## src/rtl/gate_array_pipe_if.sv

```systemverilog
// +----------------------------------------------------------------------------+
// | gate_array_pipe_if                                                         |
// | Operand-side and result-side valid/ready bundle for gate_array_pipe.       |
// | Rev 1.0                                                                    |
// +----------------------------------------------------------------------------+
`default_nettype none

interface gate_array_pipe_if #(
   parameter int WIDTH  = 8,
   parameter int NUM_IN = 2
);
   logic                    in_valid;
   logic                    in_ready;
   logic [2:0]              mode;
   logic [NUM_IN*WIDTH-1:0] a_bus;
   logic [WIDTH-1:0]        y;
   logic                    out_valid;
   logic                    out_ready;
   logic                    zero_flag;
   logic                    err;

   modport master (
      output in_valid, mode, a_bus, out_ready,
      input  in_ready, y, out_valid, zero_flag, err
   );

   modport slave (
      input  in_valid, mode, a_bus, out_ready,
      output in_ready, y, out_valid, zero_flag, err
   );
endinterface

`default_nettype wire

```

## src/rtl/gate_array_pipe.sv

```systemverilog
// +----------------------------------------------------------------------------+
// | gate_array_pipe                                                            |
// | Bitwise gate reduction over NUM_IN lanes feeding a 2-entry output buffer.  |
// | Optional statistics counters under macro GATE_STATS_EN.                    |
// | Rev 1.0                                                                    |
// +----------------------------------------------------------------------------+
`default_nettype none

module gate_array_pipe #(
   parameter int WIDTH  = 8,
   parameter int NUM_IN = 2,
   parameter int CNT_W  = 16
) (
   input  wire              clk,
   input  wire              rst,
   gate_array_pipe_if.slave bus
`ifdef GATE_STATS_EN
   ,
   output logic [CNT_W-1:0] op_count,
   output logic [CNT_W-1:0] nor_zero_count
`endif
);

   localparam int ENTRY_W = WIDTH + 2;

   typedef enum logic [1:0] {
      EMPTY = 2'd0,
      ONE   = 2'd1,
      TWO   = 2'd2
   } state_t;

   state_t             state;
   state_t             state_next;
   logic [ENTRY_W-1:0] head;
   logic [ENTRY_W-1:0] tail;
   logic [WIDTH-1:0]   red_and;
   logic [WIDTH-1:0]   red_or;
   logic [WIDTH-1:0]   red_xor;
   logic [WIDTH-1:0]   result;
   logic               illegal;
   logic [ENTRY_W-1:0] entry;
   logic               accept;
   logic               pop;

   // in_ready is a pure decode of the state register, so out_ready never
   // reaches it combinationally.
   assign bus.in_ready  = (state != TWO);
   assign bus.out_valid = (state != EMPTY);
   assign bus.y         = head[WIDTH-1:0];
   assign bus.zero_flag = head[WIDTH];
   assign bus.err       = head[WIDTH+1];

   assign accept = bus.in_valid && bus.in_ready;
   assign pop    = bus.out_valid && bus.out_ready;

   always_comb begin
      red_and = bus.a_bus[WIDTH-1:0];
      red_or  = bus.a_bus[WIDTH-1:0];
      red_xor = bus.a_bus[WIDTH-1:0];
      for (int k = 1; k < NUM_IN; k++) begin
         red_and = red_and & bus.a_bus[k*WIDTH +: WIDTH];
         red_or  = red_or  | bus.a_bus[k*WIDTH +: WIDTH];
         red_xor = red_xor ^ bus.a_bus[k*WIDTH +: WIDTH];
      end
   end

   always_comb begin
      result  = '0;
      illegal = 1'b0;
      case (bus.mode)
         3'd0:    result = red_and;
         3'd1:    result = red_or;
         3'd2:    result = ~red_and;
         3'd3:    result = ~red_or;
         3'd4:    result = red_xor;
         3'd5:    result = ~red_xor;
         3'd6:    result = ~bus.a_bus[WIDTH-1:0];
         default: illegal = 1'b1;
      endcase
      entry = {illegal, (result == '0), result};
   end

   always_comb begin
      state_next = state;
      case (state)
         EMPTY:   if (accept) state_next = ONE;
         ONE: begin
            if (accept && !pop)      state_next = TWO;
            else if (pop && !accept) state_next = EMPTY;
         end
         TWO:     if (pop) state_next = ONE;
         default: state_next = EMPTY;
      endcase
   end

   always_ff @(posedge clk) begin
      if (rst) begin
         state <= EMPTY;
         head  <= '0;
         tail  <= '0;
      end else begin
         state <= state_next;
         case (state)
            EMPTY: if (accept) head <= entry;
            ONE: begin
               if (accept && pop) head <= entry;
               else if (accept)   tail <= entry;
            end
            TWO:   if (pop) head <= tail;
            default: ;
         endcase
      end
   end

`ifdef GATE_STATS_EN
   always_ff @(posedge clk) begin
      if (rst) begin
         op_count       <= '0;
         nor_zero_count <= '0;
      end else if (accept) begin
         if (op_count != {CNT_W{1'b1}})
            op_count <= op_count + 1'b1;
         if ((bus.mode == 3'd3) && (result == '0) &&
             (nor_zero_count != {CNT_W{1'b1}}))
            nor_zero_count <= nor_zero_count + 1'b1;
      end
   end
`endif

endmodule

`default_nettype wire

```

## src/flat_wrapper.sv

```systemverilog
// flat-port wrapper written by rule: the top's interface ports become plain ports
module gate_array_pipe_flat 
#(
   parameter int WIDTH  = 8,
   parameter int NUM_IN = 2,
   parameter int CNT_W  = 16
)
  (clk, rst, bus_in_valid, bus_mode, bus_a_bus, bus_out_ready, bus_in_ready, bus_y, bus_out_valid, bus_zero_flag, bus_err);
  gate_array_pipe_if #(.WIDTH(WIDTH), .NUM_IN(NUM_IN)) bus_i ();
  input  wire clk;
  input  wire rst;
  input wire logic [$bits(bus_i.in_valid)-1:0] bus_in_valid;
  input wire logic [$bits(bus_i.mode)-1:0] bus_mode;
  input wire logic [$bits(bus_i.a_bus)-1:0] bus_a_bus;
  input wire logic [$bits(bus_i.out_ready)-1:0] bus_out_ready;
  output wire logic [$bits(bus_i.in_ready)-1:0] bus_in_ready;
  output wire logic [$bits(bus_i.y)-1:0] bus_y;
  output wire logic [$bits(bus_i.out_valid)-1:0] bus_out_valid;
  output wire logic [$bits(bus_i.zero_flag)-1:0] bus_zero_flag;
  output wire logic [$bits(bus_i.err)-1:0] bus_err;
  assign bus_i.in_valid = bus_in_valid;
  assign bus_i.mode = bus_mode;
  assign bus_i.a_bus = bus_a_bus;
  assign bus_i.out_ready = bus_out_ready;
  assign bus_in_ready = bus_i.in_ready;
  assign bus_y = bus_i.y;
  assign bus_out_valid = bus_i.out_valid;
  assign bus_zero_flag = bus_i.zero_flag;
  assign bus_err = bus_i.err;
  gate_array_pipe #(.WIDTH(WIDTH), .NUM_IN(NUM_IN), .CNT_W(CNT_W)) u_core (.clk(clk), .rst(rst), .bus(bus_i));
endmodule
```

## config.mk

```make
export PLATFORM = sky130hd
export DESIGN_NAME = gate_array_pipe_flat
export DESIGN_NICKNAME = d
export VERILOG_FILES = /design/src/rtl/gate_array_pipe_if.sv /design/src/rtl/gate_array_pipe.sv /design/src/flat_wrapper.sv
export SDC_FILE = /design/constraint.sdc
export NUM_CORES = 1
export LEC_CHECK = 0
export CAP_MARGIN = 10
export CELL_PAD_IN_SITES_DETAIL_PLACEMENT = 2
export CELL_PAD_IN_SITES_GLOBAL_PLACEMENT = 2
export CORE_UTILIZATION = 32
export CTS_BUF_LIST = sky130_fd_sc_hd__clkbuf_16
export DETAILED_ROUTE_END_ITERATION = 10
export PLACE_DENSITY = 0.86
export SYNTH_ARGS = -nofsm -noshare
export SYNTH_HDL_FRONTEND = slang
export SYNTH_SLANG_ARGS = --single-unit
```

## constraint.sdc

```tcl
create_clock -name clk -period 5.2 [get_ports clk]
set_input_delay 1.3 -clock clk [delete_from_list [all_inputs] [get_ports clk]]
set_output_delay 1.3 -clock clk [all_outputs]
set_load 0.02 [all_outputs]
```

==> impl_results.md <==
- Basic-gate share of the synthesized area counting and, or, nand and nor cells: 0.2156
- Sequential Power Share: 0.376
- Nets: 277
- CTS sink cnt: 22
- Number of core rows: 26
- Highest clock rate: 279.1 MHz
- Skew final: 0.001306 ns
- Flip-flop and latch count after synthesis: 22
- Gate count after technology mapping: 209
- Area share of fa/ha/maj cells after synthesis: 0.1170
- Relative contribution of combinational cells to total power: 0.301
- NetSw: 0.1404 mW
- Proportion of synthesized area in mux cells: 0.1126
- Post-detailed-route count of antenna-violating nets: 0
- Most frequently used flop master after synthesis: dfxtp_1
- Tot Pwr: 0.4920 mW
- Total CTS buffers: 3
- Req. time, crit path: 5.36 ns
- Number of H-tree levels: 1
- Critical path arrival: 3.74 ns
- Total internal power: 0.3516 mW
- Die footprint: 5645 um2
- DR pass1 iterations: 4
- Clock latency of the later-clocked register in the worst-skew pair: 0.25 ns
- Maximum net fanout on the critical path: 19
- All-Layer GR Usage: 0.1844
- Wire per inst: 14.68 um
- Iter 0 DRT Violations: 42
- Post-CTS resize count: 0
- Synthesis Warnings: 0
- EDFF count, synth: 0
- Power density over the cells: 226.4 nW/um2
- Top-level port count: 35
- Final number of setup-violating endpoints: 0
- Status: complete, no violations
- Share of synthesized registers carrying an async set or reset: 0
- DRC: 0
- Kind of path behind the tightest hold check: flop to flop
- Met2 wire len: 2.191 mm
- Flop-to-flop setup slack: 3.57 ns
- Met1 layer wirelength in the final routing: 2.119 mm
- Number of max-slew violations in the final report: 0
- Syn Nets: 248
- Met3 routed WL: 117 um
- Via density per instance: 5.098
- Largest net degree at the start of global routing: 24
- WL final: 4.491 mm
- Top Metal Used: met4
- Leakage power: 0.9353 nW
- Actual slew at the worst max-slew pin: 0.8353 ns
- RSZ-0062 raised after global routing: no
- Placer congestion estimate: 0.7624
- Area growth, synth to finish: 26.97%
- Total congestion overflow: 0
- Worst Setup Path Type: input pin to flop
- Die outline height: 75.14 um
- Reg-to-reg critical path startpoint: u_core.state[1]
- IR Drop Worst-Case VDD: 0.07595 mV
- Worst reg2reg path endpoint: u_core.head[3]
- Number of hold buffers added after CTS: 0
- Wire length of the first global-routing pass: 8.004 mm
- Dominant combinational cell family by area after synthesis: compound AO/OA/AOI/OAI gates
- Starting Density: 0.3330
- Endpoint of the worst hold-timing path: u_core.tail[4]
- Worst Min Path Start: u_core.tail[4]
- Number of buffers added on ports: 34
- Number of global-route vias before repair: 1,736
- Count of cells along the worst register-to-register path: 5
- Core region area: 5140 um2
- # Max-Cap Violations: 0
- Share of layout cells above drive strength 1: 0.06780
- Final number of hold-violating endpoints: 0
- Library cell used as clock root buffer: clkbuf_16
- Kind of start point of the critical path: input pin
- Fraction of the mapped netlist area in compound gates: 0.2178
- Cell depth of the worst hold path: 2
- Clock tree from TritonCTS: built
- Sequential fraction of the synthesis area: 0.2573
- Maximum number of buffers from clock root to sink: 2
- Synthesized cell area: 1712 um2
- Average footprint of a synthesized cell: 8.190 um2
- Summed negative setup slack over all endpoints: 0 ns
- Xor-xnor portion of the synthesized cell area: 0.005117
- Via count: 1,560
- Final worst-path cycle share: 0.6891
- Final worst path period need: 3.583 ns
- Post-CTS Setup Repair Bufs: 0
- Relative slew slack: 0.4414
- Sw Ratio: 0.2853
- Element type at the critical path end: flop
- Width of the die: 75.14 um
- Antenna cells: 0
- Clock transition at the registers of the reported paths: 0.05 ns
- Count of different cell masters after synthesis: 41
- Clock share of power: 0.324
- Initial antenna violation count: 0
- Hpwl dp: 3.554 mm
[per-layer routing]
metal / global-route usage / up-vias
met4: 0.05556 / 0
met5: 0 / -
met2: 0.3433 / 31
met3: 0.01606 / 5
met1: 0.2245 / 733
li1: - / 791
[logic make-up (layout without fill, tap and decap cells)]
logic type	after synthesis	in the layout
multiplexers	16	16
buffers and inverters	31	58
adder cells (fa/ha/maj)	16	16
AO/OA/AOI/OAI	49	49
XOR/XNOR	1	1
flip-flops	22	22
AND/OR/NAND/NOR	74	74
[registers in the layout, summed over array words and instances, names as in the netlist]
signal,flops
u_core.head,10
u_core.state,2
u_core.tail,10
[cells in the mapped netlist, types with 4 or more instances]
cell | instances | area (um2)
ha_1 | 16 | 200.2
clkbuf_1 | 7 | 26.28
nor3_1 | 4 | 20.02
mux2i_1 | 11 | 110.1
and3_1 | 4 | 25.02
o22ai_1 | 4 | 25.02
nor2b_1 | 9 | 56.30
dfxtp_1 | 22 | 440.4
nand2_1 | 19 | 71.32
a21oi_1 | 9 | 45.04
nand2b_1 | 6 | 37.54
nor2_1 | 20 | 75.07
inv_1 | 19 | 71.32
a22oi_1 | 5 | 37.54
a211oi_1 | 15 | 112.6
[per-stage QoR]
stage	instance area, um2	std cells	util	setup WS (ns)	hold slack (ns)
6_report	2173	306	0.4228	1.617	0.4607
5_1_grt	2173	306	0.4228	1.391	0.5008
4_1_cts	2173	306	0.4228	1.586	0.4715
3_5_place_dp	2098	303	0.4082	1.325	0.4594
3_3_place_gp	2098	303	0.4082	1.421	0.4454
2_1_floorplan	1712	209	-	2.279	0.4367
[worst max-delay path: stages]
cell,delay [ns]
clkdlybuf4s50_1,0.97
buf_4,0.33
mux2i_1,0.22
o22ai_1,0.10
nor3_1,0.31
nand2_1,0.15
o41ai_2,0.35
[power groups by stage]
stage	Clock, mW	Combinational, mW	Sequential, mW
3_3_place_gp	0	0.144	0.188
5_1_grt	0.170	0.166	0.186
6_report	0.159	0.148	0.185
3_5_place_dp	0	0.149	0.189
2_1_floorplan	0	0.0841	0.196
4_1_cts	0.164	0.150	0.185
[worst max-delay path by stage]
stage / startpoint / end / slack [ns] / cells past startpoint
floorplan: bus_a_bus[2] / u_core.head[8] / 2.28 / 7
global placement: bus_mode[2] / u_core.head[8] / 1.42 / 7
detailed placement: bus_mode[2] / u_core.head[8] / 1.32 / 7
CTS: bus_mode[2] / u_core.head[8] / 1.59 / 7
global route: bus_mode[2] / u_core.head[8] / 1.39 / 7
finish: bus_mode[2] / u_core.head[8] / 1.62 / 7
[cell type report]
cell class,count,area (um2)
Clock buffer,3,75.07
Fill cell,613,2967
Inverter,19,71.32
Multi-Input combinational cell,156,1144
Sequential cell,22,440.4
Tap cell,70,87.58
Timing Repair Buffer,36,355.3
[layout by cell type (no fill, tap or decap), drive strengths merged, types with 5 or more instances in the layout]
master,Yosys,final
a211oi,15,15
a21oi,9,9
a22oi,5,5
clkdlybuf4s50,0,34
dfxtp,22,22
ha,16,16
inv,19,19
mux2i,11,11
nand2,19,19
nand2b,6,6
nor2,20,20
nor2b,9,9
Power figures use the tool's default switching activity.
